==> src/rtl/shape_pkg.sv <==
// Shared types and helpers for the shape-table controller: shape record,
// edit modes, step decode and default screen/angle bounds.
package shape_pkg;

  localparam int SHP_INTW    = 16;
  localparam int SHP_PIXLW   = 12;
  localparam int DEF_SCR_W   = 800;
  localparam int DEF_SCR_H   = 600;
  localparam int DEF_ANG_MIN = -180;
  localparam int DEF_ANG_MAX = 179;

  typedef struct packed {
    logic signed [SHP_INTW-1:0] x;
    logic signed [SHP_INTW-1:0] y;
    logic signed [SHP_INTW-1:0] size;
    logic signed [SHP_INTW-1:0] angle;
    logic        [SHP_INTW-1:0] ty;
    logic        [SHP_PIXLW-1:0] color;
  } shape_t;

  typedef enum logic [1:0] {
    MODE_MOVE  = 2'd0,
    MODE_SIZE  = 2'd1,
    MODE_SEL   = 2'd2,
    MODE_COLOR = 2'd3
  } mode_e;

  // mag 0..3 selects a step of 1, 4, 16 or 64
  function automatic logic [SHP_INTW-1:0] step_of(input logic [1:0] mag);
    return SHP_INTW'(1) << {mag, 1'b0};
  endfunction

endpackage

==> src/rtl/shape_edit_ctrl_bounded_step.sv <==
// Signed value plus or minus a step, either clamped to [lo, hi] or wrapped
// around the inclusive range.
module bounded_step #(
  parameter int W = 16
) (
  input  logic signed [W-1:0] value,
  input  logic        [W-1:0] step,
  input  logic                sub,
  input  logic                wrap,
  input  logic signed [W-1:0] lo,
  input  logic signed [W-1:0] hi,
  output logic signed [W-1:0] result
);

  logic signed [W:0] sum;
  logic signed [W:0] lo_x;
  logic signed [W:0] hi_x;
  logic signed [W:0] span;
  logic signed [W:0] adj;

  // one extra bit keeps the overshoot visible before clamp/wrap
  always_comb begin
    lo_x = {lo[W-1], lo};
    hi_x = {hi[W-1], hi};
    span = hi_x - lo_x + (W+1)'(1);
    sum  = sub ? ({value[W-1], value} - {1'b0, step})
               : ({value[W-1], value} + {1'b0, step});
    adj  = sum;
    if (sum < lo_x)
      adj = wrap ? (sum + span) : lo_x;
    else if (sum > hi_x)
      adj = wrap ? (sum - span) : hi_x;
    result = adj[W-1:0];
  end

endmodule

==> src/rtl/shape_edit_ctrl.sv <==
// Per-frame shape-table editor: applies one edit per frame to the selected
// shape, then sweeps every live shape through the coefficient handshake.
module shape_edit_ctrl
  import shape_pkg::*;
#(
  parameter int MAXSHP   = 16,
  parameter int IDW      = $clog2(MAXSHP),
  parameter int INTW     = SHP_INTW,
  parameter int PIXLW    = SHP_PIXLW,
  parameter int SCR_W    = DEF_SCR_W,
  parameter int SCR_H    = DEF_SCR_H,
  parameter int SIZE_MAX = 255,
  parameter int NTYPE    = 4,
  parameter int ANG_MIN  = DEF_ANG_MIN,
  parameter int ANG_MAX  = DEF_ANG_MAX
) (
  input  logic                   clk,
  input  logic                   rst_n,
  input  logic                   frame_end,
  input  logic [1:0]             mode,
  input  logic                   btn_l,
  input  logic                   btn_r,
  input  logic                   btn_u,
  input  logic                   btn_d,
  input  logic                   btn_l_once,
  input  logic                   btn_r_once,
  input  logic                   btn_c_once,
  input  logic [1:0]             mag,
  input  logic [PIXLW-1:0]       pick_color,
  input  logic [IDW-1:0]         rd_id,
  output logic signed [INTW-1:0] rd_x,
  output logic signed [INTW-1:0] rd_y,
  output logic signed [INTW-1:0] rd_size,
  output logic signed [INTW-1:0] rd_angle,
  output logic [INTW-1:0]        rd_ty,
  output logic [PIXLW-1:0]       rd_color,
  output logic [IDW-1:0]         sel,
  output logic [IDW:0]           count,
  output logic                   cf_req,
  output logic [IDW-1:0]         cf_id,
  output logic signed [INTW-1:0] cf_x,
  output logic signed [INTW-1:0] cf_y,
  output logic signed [INTW-1:0] cf_angle,
  input  logic                   cf_ack,
  output logic                   edit_done,
  output logic                   busy,
  output logic [7:0]             overrun
);

  localparam logic [1:0] ST_IDLE  = 2'd0;
  localparam logic [1:0] ST_EDIT  = 2'd1;
  localparam logic [1:0] ST_SWREQ = 2'd2;
  localparam logic [1:0] ST_DONE  = 2'd3;

  localparam logic [IDW:0] CNT_ONE = (IDW+1)'(1);
  localparam logic [IDW:0] CNT_MAX = (IDW+1)'(MAXSHP);

  logic [1:0]             state;
  logic [IDW-1:0]         idx;
  shape_t                 tbl [MAXSHP];
  mode_e                  mode_m;
  shape_t                 cur;
  shape_t                 edit_slot;
  logic [INTW-1:0]        step;
  logic signed [INTW-1:0] st_val, st_lo, st_hi, st_res;
  logic                   st_sub, st_wrap;
  logic                   upd_x, upd_y, upd_sz, upd_ang;
  logic [IDW-1:0]         sel_n;
  logic [IDW:0]           cnt_n;
  logic                   cw_en;
  logic [IDW-1:0]         cw_idx;
  logic [PIXLW-1:0]       cw_color;

  assign mode_m = mode_e'(mode);

  bounded_step #(.W(INTW)) u_step (
    .value  (st_val),
    .step   (step),
    .sub    (st_sub),
    .wrap   (st_wrap),
    .lo     (st_lo),
    .hi     (st_hi),
    .result (st_res)
  );

  // One stepper serves all fields, so L/R takes the frame when pressed with U/D
  always_comb begin
    cur     = tbl[sel];
    step    = INTW'(step_of(mag));
    st_val  = '0;
    st_lo   = '0;
    st_hi   = '0;
    st_sub  = 1'b0;
    st_wrap = 1'b0;
    upd_x   = 1'b0;
    upd_y   = 1'b0;
    upd_sz  = 1'b0;
    upd_ang = 1'b0;
    case (mode_m)
      MODE_MOVE: begin
        if (btn_l || btn_r) begin
          st_val = cur.x; st_hi = INTW'(SCR_W - 1); st_sub = btn_l; upd_x = 1'b1;
        end else if (btn_u || btn_d) begin
          st_val = cur.y; st_hi = INTW'(SCR_H - 1); st_sub = btn_u; upd_y = 1'b1;
        end
      end
      MODE_SIZE: begin
        if (btn_l || btn_r) begin
          st_val = cur.angle; st_lo = INTW'(ANG_MIN); st_hi = INTW'(ANG_MAX);
          st_sub = btn_l; st_wrap = 1'b1; upd_ang = 1'b1;
        end else if (btn_u || btn_d) begin
          st_val = cur.size; st_hi = INTW'(SIZE_MAX); st_sub = ~btn_u; upd_sz = 1'b1;
        end
      end
      default: ;
    endcase

    edit_slot = cur;
    if (upd_x)   edit_slot.x     = st_res;
    if (upd_y)   edit_slot.y     = st_res;
    if (upd_sz)  edit_slot.size  = st_res;
    if (upd_ang) edit_slot.angle = st_res;
    if (mode_m == MODE_SIZE && btn_c_once)
      edit_slot.ty = (cur.ty == INTW'(NTYPE - 1)) ? '0 : cur.ty + 1'b1;
    if (mode_m == MODE_COLOR && btn_c_once)
      edit_slot.color = pick_color;
  end

  // Add/remove/select; select sees the count after this frame's add/remove
  always_comb begin
    sel_n    = sel;
    cnt_n    = count;
    cw_en    = 1'b0;
    cw_idx   = '0;
    cw_color = '0;
    if (mode_m == MODE_SEL) begin
      if (btn_l_once) begin
        if (count > CNT_ONE) begin
          cw_en  = 1'b1;
          cw_idx = IDW'(count - 1'b1);
          cnt_n  = count - 1'b1;
          if ({1'b0, sel} == count - 1'b1) sel_n = IDW'(count - 2'd2);
        end
      end else if (btn_r_once && count < CNT_MAX) begin
        cw_en    = 1'b1;
        cw_idx   = IDW'(count);
        cw_color = '1;
        sel_n    = IDW'(count);
        cnt_n    = count + 1'b1;
      end
      if (btn_c_once)
        sel_n = (({1'b0, sel_n} + 1'b1) == cnt_n) ? '0 : sel_n + 1'b1;
    end
  end

  always_ff @(posedge clk or negedge rst_n) begin
    if (!rst_n) begin
      state   <= ST_IDLE;
      idx     <= '0;
      sel     <= '0;
      count   <= CNT_ONE;
      overrun <= '0;
      cf_req  <= 1'b0;
      for (int k = 0; k < MAXSHP; k++) tbl[k] <= '0;
      tbl[0].color <= '1;
    end else begin
      if (frame_end && state != ST_IDLE && overrun != 8'hFF)
        overrun <= overrun + 1'b1;
      case (state)
        ST_IDLE: if (frame_end) state <= ST_EDIT;
        ST_EDIT: begin
          if (mode_m == MODE_SEL) begin
            if (cw_en) tbl[cw_idx].color <= cw_color;
          end else begin
            tbl[sel] <= edit_slot;
          end
          sel    <= sel_n;
          count  <= cnt_n;
          idx    <= '0;
          cf_req <= 1'b1;
          state  <= ST_SWREQ;
        end
        // Every ack is followed by one idle-request cycle before the next step
        ST_SWREQ: begin
          if (cf_req) begin
            if (cf_ack) cf_req <= 1'b0;
          end else if ({1'b0, idx} == count - 1'b1) begin
            state <= ST_DONE;
          end else begin
            idx    <= idx + 1'b1;
            cf_req <= 1'b1;
          end
        end
        default: state <= ST_IDLE;
      endcase
    end
  end

  assign rd_x      = tbl[rd_id].x;
  assign rd_y      = tbl[rd_id].y;
  assign rd_size   = tbl[rd_id].size;
  assign rd_angle  = tbl[rd_id].angle;
  assign rd_ty     = tbl[rd_id].ty;
  assign rd_color  = tbl[rd_id].color;
  assign cf_id     = idx;
  assign cf_x      = tbl[idx].x;
  assign cf_y      = tbl[idx].y;
  assign cf_angle  = tbl[idx].angle;
  assign busy      = (state != ST_IDLE);
  assign edit_done = (state == ST_DONE);

endmodule

==> config.mk <==
export PLATFORM = sky130hd
export DESIGN_NAME = shape_edit_ctrl
export DESIGN_NICKNAME = d
export VERILOG_FILES = /design/src/rtl/shape_pkg.sv /design/src/rtl/shape_edit_ctrl_bounded_step.sv /design/src/rtl/shape_edit_ctrl.sv
export SDC_FILE = /design/constraint.sdc
export NUM_CORES = 2
export LEC_CHECK = 0
export CAP_MARGIN = 20
export CORE_AREA = 2 2 406 448
export DETAILED_ROUTE_END_ITERATION = 7
export DIE_AREA = 0 0 408 450
export HOLD_SLACK_MARGIN = 0.03
export PLACE_DENSITY = 0.66
export SLEW_MARGIN = 5
export SYNTH_ARGS = -nofsm -noshare
export SYNTH_HDL_FRONTEND = slang
export SYNTH_SLANG_ARGS = --single-unit
==> constraint.sdc <==
create_clock -name clk -period 10.1 [get_ports clk]
set_input_delay 1.01 -clock clk [delete_from_list [all_inputs] [get_ports clk]]
set_output_delay 1.01 -clock clk [all_outputs]
set_load 0.1 [all_outputs]
==> impl_results.md <==
- CTS root buffer: clkbuf_16
- Worst-case hold slack: 0.2026 ns
- Fin. Hold Viols: 0
- Reg2Reg Depth: 25
- # nets final: 7394
- RePlAce Congestion: 0.9702
- Post-Syn Area per Cell: 11.98 um2
- Fin crit share: 0.8873
- Post-CTS sizing: 0
- Synth top cells by count: dfrtp_1 (1483), nand2_1 (1296), mux4_2 (1155)
- Worst endpoint data arrival time: 9.68 ns
- Crit path max fanout: 33
- Num CTS Buffers: 163
- Setup TNS: 0 ns
- Multi-input gate area: 0.04867 mm2
- PwrDens: 246.5 mW/mm2
- Netlist cell types: 85
- Std-Cell Rows: 163
- Area fraction of the dominant cell type after synthesis: 0.4169
- Postcts setup bufs: 0
- Worst endpoint required time: 10.82 ns
- Worst slew pin tran: 1.231 ns
- Worst setup path endpoint: tbl[1415]$_DFFE_PN0P_
- CP Class: flip-flop to flip-flop
- Max-cap viol count: 0
- Routed Antenna Nets: 0
- Max-slew violations: 0
- Slowest stage delay, CP: 0.96 ns
- LEAKAGE: 39.55 nW
- Area leader, netlist: dfrtp_1
- Clock skew: 0.06433 ns
- Highest clock rate: 0.1116 GHz
- FF/Latch Area: 0.03748 mm2
- Run status: finished with violations
- Count leader, synth: dfrtp_1
- Worst-path cell with the longest stage delay: o211ai_1
- Max clock buf depth: 3
- Worst vdd ir: 0.2587 mV
- Routed WL per cell: 30.04 um
- Clock transition at path regs: 0.06 ns
- # IOs: 195
- # DRC: 2
- Seq cells post-synth: 1496
- CTS tree: yes
- Failing checks: DRC
- Core Region: 0.1789 mm2
- Syn Inst Count: 7430
- Congestion Overflow GR: 0
- Startpoint type of the worst setup path: flip-flop
- FF-to-FF setup slack: 1.14 ns
- Area grow syn2layout: 11.20%
- # fillers: 14740
- Starting Density: 0.4977
- Reg-to-reg critical path startpoint: sel[1]$_DFFE_PN0P_
- Async S/R FF share, synth: 1.000
- Total Routing Usage GR: 0.3216
- Relative slew margins: 0.1773
- Initial antenna violation count: 9
- RSZ-0062 raised after global routing: no
- DR pass1 iterations: 8
- EDFF count, synth: 0
- Clock Sink Count: 1496
- Largest net degree at the start of global routing: 179
- CP most frequent cell: buf_4
- DP HPWL: 179500 um
- Hold crit path type: input port to async pin
- Die height: 450 um
- CP Launch Point: sel[1]$_DFFE_PN0P_
- CTS H-tree lvls: 4
- Yosys warns: 0
- Top cells by area in the synthesized netlist: dfrtp_1 (42%), mux4_2 (29%), o21ai_0 (6.1%)
- Reg2reg end: tbl[1415]$_DFFE_PN0P_
- Via density: 6.809
- Share of cells above drive strength 1: 0.2657
- Drt first-iter violations: 7714
- Detailed Route WL: 293800 um
- Die Area: 0.1836 mm2
- Final setup viols: 0
- Global-route wire length before repair: 441300 um
- Post-Syn Area: 0.08902 mm2
- Die X: 408 um
- Post-synthesis sequential area ratio: 0.4207
- Clock Latency Late Sink: 0.87 ns
- Tmin final: 8.962 ns
- Synth Flop Type: dfrtp_1
- Port Buffers: 194
- Via Count: 66600
- Post-CTS Hold Buffers: 0
- Number of global-route vias before repair: 67310
- Crit path capture type: flip-flop
==> power breakdown <==
part / switching [mW] / internal, mW / total [mW]
logic: 6.38 / 3.92 / 10.3
clock network: 2.66 / 3.64 / 6.30
registers: 0.953 / 6.85 / 7.80
==> sequential cells by signal (all words and copies together), names as in the netlist <==
register and cells:
cf_id 4, cf_req 1, count 5, overrun 8
sel 4, state 2, tbl 1472
==> routing by layer <==
| metal | vias to the layer above | part of all wire | GRT usage |
|---|---|---|---|
| met3 | 836 | 0.10 | 0.07678 |
| met2 | 3727 | 0.47 | 0.5028 |
| met1 | 34280 | 0.38 | 0.4233 |
| li1 | 27750 | - | - |
| met4 | 4 | 0.054 | 0.1601 |
| met5 | - | 0.000099 | 0 |
==> final cells by class <==
type,count,area share
sequential,1496,0.3786
clock buffer,225,0.04781
timing repair buffer,416,0.04036
inverter,56,0.002123
multi-input combinational,5131,0.4917
tap,2392,0.03023
clock inverter,64,0.009151
antenna,1,0.00002528
==> placed cells by master, fill, tap and decap left out, types with 39 or more instances in the layout <==
cell / netlist / layout
dfrtp_1: 1483 / 1475
nand2_1: 1296 / 1296
mux4_2: 1155 / 1155
o21ai_0: 1089 / 1089
mux2_2: 220 / 220
nor2_1: 219 / 202
buf_4: 12 / 195
clkdlybuf4s50_1: 0 / 189
clkbuf_16: 0 / 164
o21a_1: 149 / 149
o211ai_1: 142 / 142
ha_1: 98 / 98
a21oi_1: 102 / 90
nand3_1: 96 / 83
a31oi_1: 69 / 69
inv_1: 52 / 51
a22o_1: 48 / 48
xnor2_1: 46 / 46
clkbuf_8: 0 / 40
mux2i_1: 39 / 39
==> stage by stage <==
stage	util	instances	power, mW	setup WS [ns]	instance area (um2)
2_1_floorplan	-	7436	14.82	1.619	89050
6_report	0.5535	9781	24.40	1.138	98990
4_1_cts	0.5525	9766	24.35	1.351	98820
3_5_place_dp	0.5210	9477	18.05	1.266	93180
5_1_grt	0.5535	9781	25.37	0.7412	98990
3_3_place_gp	0.5206	9471	17.84	1.313	93110
==> cell families after synthesis <==
group,synth area share
compound gates,0.1160
simple gates,0.07951
fa+ha+maj,0.01400
mux,0.3249
flops,0.4207
xor+xnor,0.007857
other cells,0.00008436
buf+inv,0.03692
==> worst min path at each step <==
stage	depth (start not counted)	to	start	slack (ns)
4_1_cts	1	tbl[1350]$_DFFE_PN0P_	rst_n	0.24
5_1_grt	1	tbl[1426]$_DFFE_PN0P_	rst_n	0.26
3_3_place_gp	2	tbl[104]$_DFFE_PN0P_	tbl[104]$_DFFE_PN0P_	0.47
3_5_place_dp	2	tbl[1394]$_DFFE_PN0P_	tbl[1394]$_DFFE_PN0P_	0.48
6_report	1	tbl[1426]$_DFFE_PN0P_	rst_n	0.20
2_1_floorplan	2	tbl[104]$_DFFE_PN0P_	tbl[104]$_DFFE_PN0P_	0.46
==> critical path, delay by kind of cell, from the launching register on <==
family	cells	cell delay, ns
AND/OR/NAND/NOR	2	0.25
adder cells (fa/ha/maj)	3	1.06
AO/OA/AOI/OAI	12	4.17
buffers and inverters	4	1.03
multiplexers	3	1.28
flip-flops	1	0.86
XOR/XNOR	1	0.12
(Power assumes the default switching activity.)
